===== src/rtl/coin_pkg.sv =====
// coin_pkg: shared coin codes, default parameters and code decode helper
package coin_pkg;
  typedef enum logic [1:0] {NONE = 2'd0, ONE = 2'd1, TWO = 2'd2, FIVE = 2'd3} coin_t;
  localparam int DEBOUNCE_DEF = 4;
  localparam int DEPTH_DEF = 4;
  function automatic logic [2:0] coin_onehot(input coin_t c);
    return {c == FIVE, c == TWO, c == ONE};
  endfunction
endpackage


===== src/rtl/coin_debounce.sv =====
// coin_debounce: synchronizes and debounces one chute sensor, flags accepted rising edges
module coin_debounce import coin_pkg::*; #(
  parameter int DEBOUNCE = DEBOUNCE_DEF
) (
  input  logic clk,
  input  logic rst,
  input  logic raw,
  output logic rise
);
  logic s1, s2, deb;
  logic [3:0] cnt;
  logic flip;
  assign flip = (s2 != deb) && cnt == 4'(DEBOUNCE - 1);
  // sync chain, mismatch counter that restarts on agreement, registered rise event
  always_ff @(posedge clk) begin
    if (rst) begin
      s1 <= 1'b0;
      s2 <= 1'b0;
      deb <= 1'b0;
      cnt <= '0;
      rise <= 1'b0;
    end else begin
      s1 <= raw;
      s2 <= s1;
      cnt <= (s2 == deb || flip) ? '0 : cnt + 4'd1;
      deb <= flip ? s2 : deb;
      rise <= flip & s2;
    end
  end
endmodule


===== src/rtl/coin_front.sv =====
// coin_front: conditions three coin chutes into an ordered queue replayed as paced pulses
module coin_front import coin_pkg::*; #(
  parameter int DEBOUNCE = DEBOUNCE_DEF,
  parameter int DEPTH = DEPTH_DEF
) (
  input  logic clk,
  input  logic rst,
  input  logic coin1_raw,
  input  logic coin2_raw,
  input  logic coin5_raw,
  input  logic pour,
  output logic one,
  output logic two,
  output logic five,
  output logic reject,
  output logic ovf,
  output logic [$clog2(DEPTH):0] level
);
  localparam int AW = $clog2(DEPTH);
  localparam int LW = AW + 1;
  logic [2:0] ev;
  coin_t mem [DEPTH];
  logic [AW-1:0] wr, rd, w1, w2;
  logic [LW-1:0] free, npush;
  logic a1, a2, a5, drop, pop;
  coin_debounce #(.DEBOUNCE(DEBOUNCE)) u_c1 (.clk(clk), .rst(rst), .raw(coin1_raw), .rise(ev[0]));
  coin_debounce #(.DEBOUNCE(DEBOUNCE)) u_c2 (.clk(clk), .rst(rst), .raw(coin2_raw), .rise(ev[1]));
  coin_debounce #(.DEBOUNCE(DEBOUNCE)) u_c5 (.clk(clk), .rst(rst), .raw(coin5_raw), .rise(ev[2]));
  // accept events in one/two/five order against free slots; pop only when the line is quiet
  always_comb begin
    free = LW'(DEPTH) - level;
    a1 = ev[0] && free != '0;
    a2 = ev[1] && free > LW'(a1);
    a5 = ev[2] && free > LW'(a1) + LW'(a2);
    npush = LW'(a1) + LW'(a2) + LW'(a5);
    drop = |(ev & ~{a5, a2, a1});
    pop = level != '0 && !pour && !(one | two | five);
    w1 = wr + AW'(a1);
    w2 = w1 + AW'(a2);
  end
  // queue storage, up to three consecutive slots written per edge
  always_ff @(posedge clk) begin
    if (a1) mem[wr] <= ONE;
    if (a2) mem[w1] <= TWO;
    if (a5) mem[w2] <= FIVE;
  end
  // pointers, occupancy and registered pulse/reject outputs
  always_ff @(posedge clk) begin
    if (rst) begin
      wr <= '0;
      rd <= '0;
      level <= '0;
      {five, two, one} <= 3'b0;
      reject <= 1'b0;
      ovf <= 1'b0;
    end else begin
      wr <= w2 + AW'(a5);
      rd <= rd + AW'(pop);
      level <= level + npush - LW'(pop);
      {five, two, one} <= pop ? coin_onehot(mem[rd]) : 3'b0;
      reject <= drop;
      ovf <= ovf | drop;
    end
  end
endmodule


===== config.mk =====
export PLATFORM = sky130hd
export DESIGN_NAME = coin_front
export DESIGN_NICKNAME = d
export VERILOG_FILES = /design/src/rtl/coin_pkg.sv /design/src/rtl/coin_debounce.sv /design/src/rtl/coin_front.sv
export SDC_FILE = /design/constraint.sdc
export NUM_CORES = 1
export LEC_CHECK = 0
export ABC_CLOCK_PERIOD_IN_PS = 11400
export BUFFER_PORTS_ARGS = -buffer_cell sky130_fd_sc_hd__buf_2
export CORE_UTILIZATION = 35
export CTS_BUF_LIST = sky130_fd_sc_hd__clkbuf_4 sky130_fd_sc_hd__clkbuf_8
export DETAILED_ROUTE_END_ITERATION = 8
export PLACE_DENSITY = 0.49
export SKIP_LAST_GASP = 1
export SYNTH_ARGS = -nofsm -noshare
export SYNTH_HDL_FRONTEND = slang
export SYNTH_SLANG_ARGS = --single-unit

===== constraint.sdc =====
create_clock -name clk -period 11.4 [get_ports clk]
set_input_delay 0.57 -clock clk [delete_from_list [all_inputs] [get_ports clk]]
set_output_delay 0.57 -clock clk [all_outputs]
set_load 0.05 [all_outputs]

# After elaboration in Yosys (flattened, before gate mapping)
# Memory sizes are Yosys's and may differ from the RTL's. A register that Yosys moved wholly into a read port is not among the register bits.
# Cells that the tools add are included.
dict set report totals {
  regBits 36
  ramBits 8
  input_bits 6
  out_inout_bits 8
  elab_cells 86
  memories 1
}
dict set report classes {
  n_addsub 12
  order_cmp 2
  n_eq_ne 12
  mux 7
  bitwise 9
  n_reduce_logical 20
}
# name words word_bits read_ports rd_clocked_by_memory_dff wr line_no
set memory_table {}
lappend memory_table {mem 4 2 1 1 3 coin_front.sv:22} ;# coin_t mem [DEPTH];
# cell n
set op_table {}
lappend op_table {{$add 4x1->4 const B} 3}
lappend op_table {{$eq 4x2->1 const B} 3}
lappend op_table {{$add 2x1->2} 4}
lappend op_table {{$logic_and 1x1->1} 8}
lappend op_table {{$reduce_or 2->1} 4}
lappend op_table {{$mux 1} 6}
lappend op_table {{$reduce_bool 3->1} 2}
lappend op_table {{$eq 2x2->1 const B} 2}
lappend op_table {{$add 2x1->3} 1}
lappend op_table {{$add 3x3->3} 1}
lappend op_table {{$and 1x1->1} 3}
lappend op_table {{$and 3x3->3} 1}
lappend op_table {{$eq 1x1->1} 3}
lappend op_table {{$gt 3x1->1} 1}
lappend op_table {{$gt 3x3->1} 1}
lappend op_table {{$logic_or 1x1->1} 3}
lappend op_table {{$ne 1x1->1} 3}
lappend op_table {{$not 3->3} 1}
lappend op_table {{$or 1x1->1} 3}
lappend op_table {{$reduce_or 3->1} 1}
lappend op_table {{$sub 3x1->3} 1}
lappend op_table {{$sub 3x3->3 const A} 1}
lappend op_table {{$add 1x1->2} 1}
lappend op_table {{$eq 2x1->1 const B} 1}
lappend op_table {{other kinds (3)} 4}

# Logic depth before layout (Yosys ltp)
# Gate-level depths: netlist of the first run.
dict set report logic_depth {
  ltp_word 12
  mapped_depth 21
  ltp_nobuf 21
}

# By module
# Synthesis of the first run repeated with hierarchy kept, for this count alone.
dict set report hier_totals {
  hier_cells 197
  hier_area_um2 1991.9
}
# module n_inst cells_per_inst area_each_um2 seq_area_each_um2
set by_module_without_submodules {}
lappend by_module_without_submodules {coin_front 1 119 1143.6 400.4}
lappend by_module_without_submodules {coin_debounce 3 26 282.8 160.2}

# Worst setup path before layout of the first run
# OpenSTA, ideal clock, no wires.
dict set report synth_timing {
  kind {register to register}
  start {register level[0]}
  end {register level[1]}
  setup_time_ns 0.128
  arrival_time_ns 4.379
  t_required_ns 11.272
  setup_slack_ns 6.893
  path_stages_with_launch 18
  n_path_buf 0
  synth_period_minus_slack_ns 4.507
  cell_sequence {dfxtp_1 inv_1 ha_1 ha_1 nor2b_1 ha_1 nor2_1 o21ai_4 inv_1 ha_1 ha_1 a32oi_1 nand2_1 ha_1 fa_1 inv_1 fa_1 nor2b_1}
}
dict set report synth_between {
  elab_chain_len 11
  word_cells_on_any_way 14
  cone_classes {add/sub: 5; order compare: 2; reduce/logical: 7}
}
# item line_no
set synth_rtl {}
lappend synth_rtl {{start: declaration} coin_front.sv:17} ;# output logic [$clog2(DEPTH):0] level
lappend synth_rtl {{start signal: assignment} coin_front.sv:59} ;# level <= level + npush - LW'(pop);
lappend synth_rtl {{$sub 3x3->3} coin_front.sv:31} ;# free = LW'(DEPTH) - level;
lappend synth_rtl {{$reduce_bool 3->1} coin_front.sv:32} ;# a1 = ev[0] && free != '0;
lappend synth_rtl {{$logic_and 1x1->1} coin_front.sv:32}
lappend synth_rtl {{$gt 3x1->1} coin_front.sv:33} ;# a2 = ev[1] && free > LW'(a1);
lappend synth_rtl {{$logic_and 1x1->1} coin_front.sv:33}
lappend synth_rtl {{$add 1x1->2} {coin_front.sv:34, coin_front.sv:35}}
lappend synth_rtl {{$gt 3x3->1} coin_front.sv:34} ;# a5 = ev[2] && free > LW'(a1) + LW'(a2);
lappend synth_rtl {{$logic_and 1x1->1} coin_front.sv:34}
lappend synth_rtl {{$add 2x1->3} coin_front.sv:35} ;# npush = LW'(a1) + LW'(a2) + LW'(a5);
lappend synth_rtl {{$add 3x3->3} coin_front.sv:59}
lappend synth_rtl {{$sub 3x1->3 (*)} coin_front.sv:59}
# Mark *: on every way between the ends. The rest lies on a longest branch, timed or not.
# A chain may end at the register's enable or synchronous reset.

# Final worst setup path of the first run
# Same ends and word-level chain as after synthesis.

==> out/results.txt, run 1 <==
status: completed
Die Y: 77.06 um
most common cell after layout, fill and taps aside: dfxtp_1
critical path arrival: 4.78 ns
initial antenna violation count: 0
share of layout cells above drive strength 1: 0.1415
final hold vios: 0
Max clock buf depth: 2
Cell Count Post-Placement: 275
Worst Path Required: 11.57 ns
Pwr Density: 165.6 nW/um^2
minimum clock period: 4.605 ns
clk slew on worst S/H paths: 0.08 ns
Leak: 0.0009153 uW
crit start category: flip-flop
crit-path max FO: 7
Layout Nets: 236
max_slew headroom: 0.6572
antenna cells: 0
Pre-antenna DRT Iters: 4
Ports: 14
Skew-Pair Late Insertion Delay: 0.29 ns
Synth Cell Area: 1972 um^2
Mean Syn Cell Area: 10.11 um^2
Min Hold Slack: 0.4447 ns
Detail Placement HPWL: 2748 um
final setup vio count: 0
Fmax: 217.1 MHz
Post-Route Skew: 0.007053 ns
vias in the first global route: 1368
RePlAce Congestion: 0.8614
Num CTS Buffers: 5
Distinct cells, synth: 38
fin area: 2187 um^2
CTS tree: built
via-per-instance ratio: 4.791
Mapped Nets: 219
via count: 1351
final setup TNS: 0 ns
worst vdd ir: 0.1382 mV
fin crit share: 0.4040
placed cell area: 2106 um^2
Synth Warn #: 0
Tightest Pin Transition: 0.5142 ns
largest net degree at the start of global routing: 26
most frequent cells in the layout: 44 x dfxtp_1, 27 x nor2_1, 16 x ha_1
Row Count: 26
H-tree depth: 2
Total Routing Usage GR: 0.1374
CTS sink cnt: 44
post-CTS sizing: 0
Setup Fix Bufs, Post-CTS: 0
grt total ovfl: 0
flops & latches, synth: 44
Root Buffer Master: clkbuf_8
CP Class: flip-flop to flip-flop
Initial Util: 0.3742
unrepaired setup endpoints after global routing: no
Die ar.: 5938 um^2
Slew Viols, Final: 0
DRT Wirelength: 3618 um
# hold bufs at CTS: 0
Core Area: 5270 um^2
IO buf count: 13
Synth-to-Final Area Change: 10.91%
Hold Crit Class: flip-flop to flip-flop
post-route ant nets: 0
first-pass GRT wire length: 6368 um
DR iter-0 viols: 58
CP Capture Type: flip-flop
max-cap viol count: 0
drt wl/cell: 12.83 um
sequential fraction of the synthesis area: 0.4467
Final Non-Filler Cells: 282
Die W: 77.06 um
DRC: 0
Cells after Synth: 195
[flip-flops by register name (all words and copies together), names as in the netlist, 2 cells and up]
signal    cells
mem           8
wr            2
u_c2.cnt      4
rd            2
level         3
u_c1.cnt      4
u_c5.cnt      4
[metal layers]
layer  GRT usage  routed length (um)  vias to the layer above
met3     0.04167                 143                        2
met1      0.1673                1696                      642
met4     0.04528                  24                        0
li1            -                   -                      687
met2      0.2304                1754                       20
met5           0                   0                        -
[synthesized netlist by cell type (all sizes together)]
cell / number / area (um^2)
a21oi: 2 / 10.01
a31oi: 3 / 18.77
a32oi: 2 / 17.52
and3: 5 / 31.28
and3b: 1 / 8.760
buf: 1 / 11.26
clkbuf: 2 / 7.510
dfxtp: 44 / 880.8
fa: 2 / 40.04
ha: 16 / 200.2
inv: 14 / 52.55
mux2i: 3 / 30.03
mux4: 2 / 45.04
nand2: 9 / 33.78
nand2b: 3 / 18.77
nand3: 6 / 30.03
nand3b: 1 / 7.510
nand4: 2 / 12.51
nor2: 27 / 101.4
nor2b: 12 / 75.07
nor3: 2 / 21.27
nor3b: 4 / 30.03
o211ai: 1 / 7.510
o21ai: 4 / 31.28
o22ai: 1 / 6.260
o311ai: 2 / 17.52
o32ai: 1 / 8.760
or2: 1 / 6.260
or3: 3 / 18.77
or3b: 1 / 8.760
or4: 1 / 11.26
xnor2: 13 / 128.9
xor2: 4 / 42.55
[per-stage QoR]
stage | util | setup slack, ns | total power [uW]
global route | 0.4150 | 6.414 | 389.8
global placement | 0.3996 | 7.046 | 267.5
CTS | 0.4150 | 6.799 | 367.7
detailed placement | 0.3996 | 6.870 | 272.5
finish | 0.4150 | 6.795 | 362.3
floorplan | - | 6.893 | 248.0
[area by class of cell]
type / instances / area, um^2
Fill cell: 557 / 3083
Sequential cell: 44 / 880.8
Timing Repair Buffer: 13 / 65.06
Inverter: 14 / 52.55
Clock buffer: 5 / 68.82
Clock inverter: 2 / 12.51
Tap cell: 70 / 87.58
Multi-Input combinational cell: 134 / 1020
[power by group]
group / internal (uW) / switching [uW] / leakage, uW
Clock: 41.5 / 51.5 / 0.0000400
Combinational: 39.0 / 63.3 / 0.000519
Sequential: 161 / 5.69 / 0.000357
Total: 242 / 120 / 0.000915
[worst max-delay path, cell delays in order, from the launching register on]
cell      delay [ns]
dfxtp_1         0.34
inv_1           0.10
ha_1            0.24
ha_1            0.24
nor2b_1         0.32
ha_1            0.30
nor2_1          0.21
o21ai_4         0.13
inv_1           0.13
ha_1            0.16
inv_1           0.06
ha_1            0.30
nand2b_1        0.06
a32oi_1         0.41
nand2_1         0.15
ha_1            0.34
fa_1            0.37
inv_1           0.08
fa_1            0.40
nor2b_1         0.14
[final timing paths]
check	cells after the start	slack, ns	endpoint	start
setup reg to reg	19	6.79	level[1]	level[0]
hold / removal	1	0.44	u_c2.s2	u_c2.s1
setup / recovery	19	6.79	level[1]	level[0]
hold reg to reg	1	0.44	u_c2.s2	u_c2.s1
[logic make-up (layout without fill, tap and decap cells)]
| kind of cell | Yosys count | count (layout) | share of synthesized area |
|---|---|---|---|
| simple gates | 78 | 78 | 0.2107 |
| flops | 44 | 44 | 0.4467 |
| fa+ha+maj | 18 | 18 | 0.1218 |
| xor+xnor | 17 | 17 | 0.08693 |
| buf+inv | 17 | 34 | 0.03617 |
| compound gates | 16 | 16 | 0.05965 |
| mux | 5 | 5 | 0.03807 |
No activity file was read; power rests on OpenSTA's default activity.
==> inputs of run 2 (changes only) <==
Settings changed: ABC_CLOCK_PERIOD_IN_PS 11400 to 4000, PLACE_DENSITY 0.49 to 0.51.
Clock period 11.4 ns to 4 ns, I/O delays scaled along.
==> run 2 against run 1 <==
- utilization increased by 2.0 points
- clock-buffer cell count increased by 1
- critical path depth unchanged
- wire length decreased by 7.6%
- worst setup slack got worse by 6.6 ns
- via count decreased by 2.2%
- register-to-register slack got worse by 6.6 ns
- combinational power increased to 3.3 times the previous value
- global-route usage decreased by 0.78 points
- flip-flop and latch count unchanged
- critical endpoint unchanged
- largest power group unchanged
- highest routed layer unchanged
==> out/results.txt, run 2 (synthesis gave the netlist of run 1 again) <==
WHS Path Cells: 2 (+1)
via-per-instance ratio: 4.587 (-4.3%)
reg2reg path depth: 19 (unchanged)
Cell Chain, Critical Path: inv_2 -> ha_1 -> ha_4 -> nor2b_2 -> ha_1 -> nor2_4 -> o21ai_4 -> inv_2 -> ha_1 -> inv_1 -> ha_1 -> nand2b_1 -> a32oi_2 -> nand2_1 -> ha_1 -> fa_1 -> inv_1 -> fa_1 -> nor2b_1
Fmax: 264.8 MHz (+22%)
Hold Crit Class: input pin to flip-flop
first-pass GRT wire length: 5982 um (-6.1%)
max_slew headroom: 0.6871 (+0.02986)
# hold bufs at CTS: 0 (unchanged)
Root Buffer Master: clkbuf_8
CP dominant cell by count: ha_1
Skew-Pair Late Insertion Delay: 0.29 ns (about the same)
crit-path max FO: 5 (-2)
vias in the first global route: 1354 (-1.0%)
RePlAce Congestion: 0.7912 (-8.1%)
max-cap viol count: 0 (unchanged)
clk slew on worst S/H paths: 0.08 ns (about the same)
status: completed
worst vdd ir: 0.3921 mV (+180%)
CP max stage delay: 0.39 ns (-0.02 ns)
share of layout cells above drive strength 1: 0.2018 (+0.06033)
Worst Path Required: 4.16 ns (-7.41 ns)
IO buf count: 13 (unchanged)
CP Class: flip-flop to flip-flop
Row Count: 26 (unchanged)
drt wl/cell: 11.61 um (-9.5%)
Detail Placement HPWL: 2594 um (-5.6%)
Layout Nets: 241 (+2.1%)
CTS tree: built
fin area: 2292 um^2 (+4.8%)
master of the slowest instance on the critical path: fa_1
Synth-to-Final Area Change: 16.24%
Reg with most FFs: mem
Ports: 14 (unchanged)
DR iter-0 viols: 45 (-22%)
initial antenna violation count: 0 (unchanged)
Core Area: 5270 um^2 (unchanged)
antenna cells: 0 (unchanged)
CTS sink cnt: 44 (unchanged)
H-tree depth: 2 (unchanged)
final hold vios: 0 (unchanged)
grt total ovfl: 0 (unchanged)
Slew Viols, Final: 0 (unchanged)
Pre-antenna DRT Iters: 4 (unchanged)
crit start category: flip-flop
most frequent cells in the layout: 42 x dfxtp_1, 26 x nor2_1, 15 x ha_1
placed cell area: 2141 um^2 (+1.7%)
Leak: 0.0009575 uW (+4.6%)
CP Capture Type: flip-flop
critical path arrival: 3.94 ns (-0.84 ns)
via count: 1321 (-2.2%)
DRC: 0 (unchanged)
Total Routing Usage GR: 0.1296 (-0.007790)
unrepaired setup endpoints after global routing: no
Finished Core Util: 0.4349 (+0.01994)
Die W: 77.06 um (unchanged)
minimum clock period: 3.776 ns (-0.8294 ns)
final setup TNS: 0 ns (unchanged)
Pwr Density: 503.0 nW/um^2 (+200%)
final setup vio count: 0 (unchanged)
Post-Route Skew: 0.002951 ns (-0.004101 ns)
most common cell after layout, fill and taps aside: dfxtp_1
largest net degree at the start of global routing: 26 (unchanged)
Max clock buf depth: 2 (unchanged)
fin crit share: 0.9440 (+0.5400)
Die Y: 77.06 um (unchanged)
Fillers: 542 (-2.7%)
max reg flops: 8 (unchanged)
post-route ant nets: 0 (unchanged)
Die ar.: 5938 um^2 (unchanged)
Num CTS Buffers: 5 (unchanged)
Tightest Pin Transition: 0.4694 ns (-0.04479 ns)
Initial Util: 0.3742 (unchanged)
DRT Wirelength: 3344 um (-7.6%)
-- run 2: changes by cell type in the layout (fill, tap and decap cells not counted), moves of 2 or more --
cell	previous run	this run
inv_2	0	2
dfxtp_4	0	2
buf_4	0	5
dfxtp_1	44	42
inv_1	14	12
-- run 2: path summary, 6_finish.rpt --
path	start	endpoint	slack, ns
worst max-delay path	level[0]	level[1]	0.22
worst min-delay path	coin5_raw	u_c5.s1	0.11
worst max register to register	level[0]	level[1]	0.22
worst min register to register	u_c5.s1	u_c5.s2	0.44
-- run 2: per-stage QoR --
| stage | hold WS, ns | setup WS (ns) | total power [uW] | std cells |
|---|---|---|---|---|
| after global routing | 0.1065 | 0.01663 | 1232 | 288 |
| final | 0.1136 | 0.2241 | 1153 | 288 |
| after global placement | 0.4072 | 0.1594 | 811.1 | 277 |
| after floorplan | 0.3282 | 0.04267 | 730.5 | 195 |
| after detailed placement | 0.4116 | 0.07339 | 819.3 | 277 |
| after CTS | 0.1051 | 0.06489 | 1159 | 285 |
-- run 2: where the power goes --
group	internal, uW	switching [uW]	leakage (uW)
Combinational	141	195	0.000541
Sequential	464	19.8	0.000358
Clock	192	140	0.0000586
Total	797	356	0.000957
-- run 2: cell type report --
cell class / instances / area, um^2 / share of cell area
repair buffers: 18 / 102.6 / 0.04476
flip-flops and latches: 44 / 888.4 / 0.3876
inverters: 14 / 52.55 / 0.02293
clock buffers: 6 / 76.32 / 0.03330
multi-input cells: 134 / 1050 / 0.4580
well taps: 70 / 87.58 / 0.03821
clock inverters: 2 / 35.03 / 0.01528
-- run 2: what timing repair did --
action	4_1_cts	5_1_grt
buffers inserted	0	3
resized for setup	0	4
setup endpoints to repair	0	2
hold endpoints to repair	0	0
-- run 2: metal layers --
layer  up-vias  part of all wire  track usage
met2        20              0.43       0.2036
met5         -                 0            0
met1       597              0.52       0.1658
li1        700                 -            -
met4         0             0.010      0.04528
met3         4             0.034      0.04286
-- run 2: critical path, delay by kind of cell, from the launching register on --
family | cells | cell delay (ns)
buffers and inverters | 4 | 0.26
AOI/OAI and AO/OA | 2 | 0.25
and+or+nand+nor | 5 | 0.56
DFF | 1 | 0.35
adders and majority gates | 8 | 2.21
==> inputs of run 3 (changes only) <==
Settings changed: PLACE_DENSITY 0.51 to 0.52.
==> run 3 against run 2 <==
- non-clock buffer count down 2
- register-to-register slack about the same
- first-iteration DRC count up 49%
- combinational power up 8.0%
- die area unchanged
- via count down 2.1%
==> out/results.txt, run 3 (synthesis gave the netlist of run 1 again) <==
max-cap viol count: 0 (unchanged)
Flop pwr share: 0.409 (-0.011)
Die Y: 77.06 um (unchanged)
CTS sink cnt: 44 (unchanged)
placed cell area: 2141 um^2 (unchanged)
share of layout cells above drive strength 1: 0.2130 (+0.01113)
max reg flops: 8 (unchanged)
first-pass GRT wire length: 5830 um (-2.5%)
max_slew headroom: 0.6759 (-0.01113)
final setup TNS: 0 ns (unchanged)
Slew Viols, Final: 0 (unchanged)
antenna cells: 0 (unchanged)
post-route ant nets: 0 (unchanged)
largest net degree at the start of global routing: 26 (unchanged)
Synth-to-Final Area Change: 16.75%
via count: 1293 (-2.1%)
Reg with most FFs: mem
Skew-Pair Late Insertion Delay: 0.29 ns (about the same)
Pre-antenna DRT Iters: 4 (unchanged)
Row Count: 26 (unchanged)
crit-path max FO: 5 (unchanged)
Total Routing Usage GR: 0.1262 (-0.003474)
clk slew on worst S/H paths: 0.08 ns (about the same)
P_sw: 366.7 uW (+3.1%)
Core Area: 5270 um^2 (unchanged)
final worst setup slack: 0.2143 ns (-0.009768 ns)
Worst Path Required: 4.16 ns (about the same)
Die ar.: 5938 um^2 (unchanged)
critical path arrival: 3.95 ns (about the same)
drt wl/cell: 11.73 um (+1.1%)
Tightest Pin Transition: 0.4861 ns (+0.01670 ns)
Design Power: 1183 uW (+2.6%)
DRC: 0 (unchanged)
Root Buffer Master: clkbuf_8
crit start category: flip-flop
H-tree depth: 2 (unchanged)
RePlAce Congestion: 0.8135 (+2.8%)
final setup vio count: 0 (unchanged)
internal power: 816.2 uW (+2.4%)
Min Hold Slack: 0.1174 ns (+0.003787 ns)
Die W: 77.06 um (unchanged)
Layout Nets: 239 (-0.83%)
IO buf count: 13 (unchanged)
fin area: 2302 um^2 (+0.44%)
via-per-instance ratio: 4.521 (-1.4%)
minimum clock period: 3.786 ns (+0.009768 ns)
Post-Route Skew: 0.007728 ns (+0.004777 ns)
clock power share: 0.283 (-0.005)
worst vdd ir: 0.3870 mV (-1.3%)
CTS tree: built
grt total ovfl: 0 (unchanged)
Place WS: 0.08380 ns (+0.01042 ns)
Leak: 0.0009537 uW (-0.40%)
Sw Ratio: 0.3100 (+0.001580)
fin crit share: 0.9464 (+0.002442)
Num CTS Buffers: 5 (unchanged)
logic gate share of total power: 0.308 (+0.016)
CP Capture Type: flip-flop
Ports: 14 (unchanged)
status: completed
CP Class: flip-flop to flip-flop
DR iter-0 viols: 67 (+49%)
Pwr Density: 513.8 nW/um^2 (+2.1%)
DRT Wirelength: 3356 um (+0.36%)
most frequent cells in the layout: 42 x dfxtp_1, 26 x nor2_1, 13 x ha_1, 13 x buf_2, 12 x inv_1
Fmax: 264.2 MHz (-0.26%)
Hold Crit Class: input pin to flip-flop
Detail Placement HPWL: 2472 um (-4.7%)
Max clock buf depth: 2 (unchanged)
vias in the first global route: 1230 (-9.2%)
final hold vios: 0 (unchanged)
most common cell after layout, fill and taps aside: dfxtp_1
initial antenna violation count: 0 (unchanged)
Initial Util: 0.3742 (unchanged)
-- run 3: worst paths after layout --
| path | start | to | slack [ns] | cells after the start |
|---|---|---|---|---|
| worst min register to register | u_c1.s1 | u_c1.s2 | 0.44 | 1 |
| worst max-delay path | level[0] | level[1] | 0.21 | 18 |
| worst max register to register | level[0] | level[1] | 0.21 | 18 |
| worst min-delay path | coin5_raw | u_c5.s1 | 0.12 | 2 |
-- run 3: what timing repair did --
item / in CTS / in global routing
setup buffers: 0 / 1
endpoints found under the hold margin: 0 / 0
hold buffers: 0 / 0
endpoints found under the setup margin: 0 / 2
resized for setup: 0 / 8
-- run 3: stage by stage --
| step | instances | utilization |
|---|---|---|
| after floorplan | 195 | - |
| after global placement | 277 | 0.4062 |
| after detailed placement | 277 | 0.4062 |
| after CTS | 285 | 0.4274 |
| after global routing | 286 | 0.4368 |
| final | 286 | 0.4368 |
-- run 3: area by class of cell --
type | instances | area (um^2)
sequential | 44 | 888.4
timing repair buffer | 16 | 87.58
clock buffer | 6 | 76.32
multi-input combinational | 134 | 1075
fill | 522 | 2968
clock inverter | 2 | 35.03
tap | 70 | 87.58
inverter | 14 | 52.55
-- run 3: routing by layer --
layer / wire length [um] / GRT usage
met1: 1842 / 0.1852
met2: 1365 / 0.1705
met3: 124 / 0.04643
met4: 24 / 0.03396
met5: 0 / 0
-- run 3: worst max-delay path, cell delays in order, from the launching register on --
cell      delay, ns
dfxtp_4        0.34
inv_2          0.09
ha_2           0.22
ha_4           0.16
nor2b_2        0.05
ha_1           0.32
nor2_4         0.05
o21ai_4        0.15
inv_2          0.07
ha_1           0.29
ha_1           0.17
nand2b_1       0.14
a32oi_2        0.18
nand2_1        0.11
ha_1           0.32
fa_1           0.36
inv_1          0.09
fa_2           0.44
nor2b_1        0.13
-- run 3: power by group through the flow --
| stage | Sequential (uW) | Clock [uW] | Combinational, uW |
|---|---|---|---|
| 4_1_cts | 483 | 347 | 328 |
| 2_1_floorplan | 529 | 0 | 201 |
| 6_report | 484 | 334 | 364 |
| 3_5_place_dp | 493 | 0 | 323 |
| 3_3_place_gp | 493 | 0 | 321 |
| 5_1_grt | 488 | 371 | 403 |
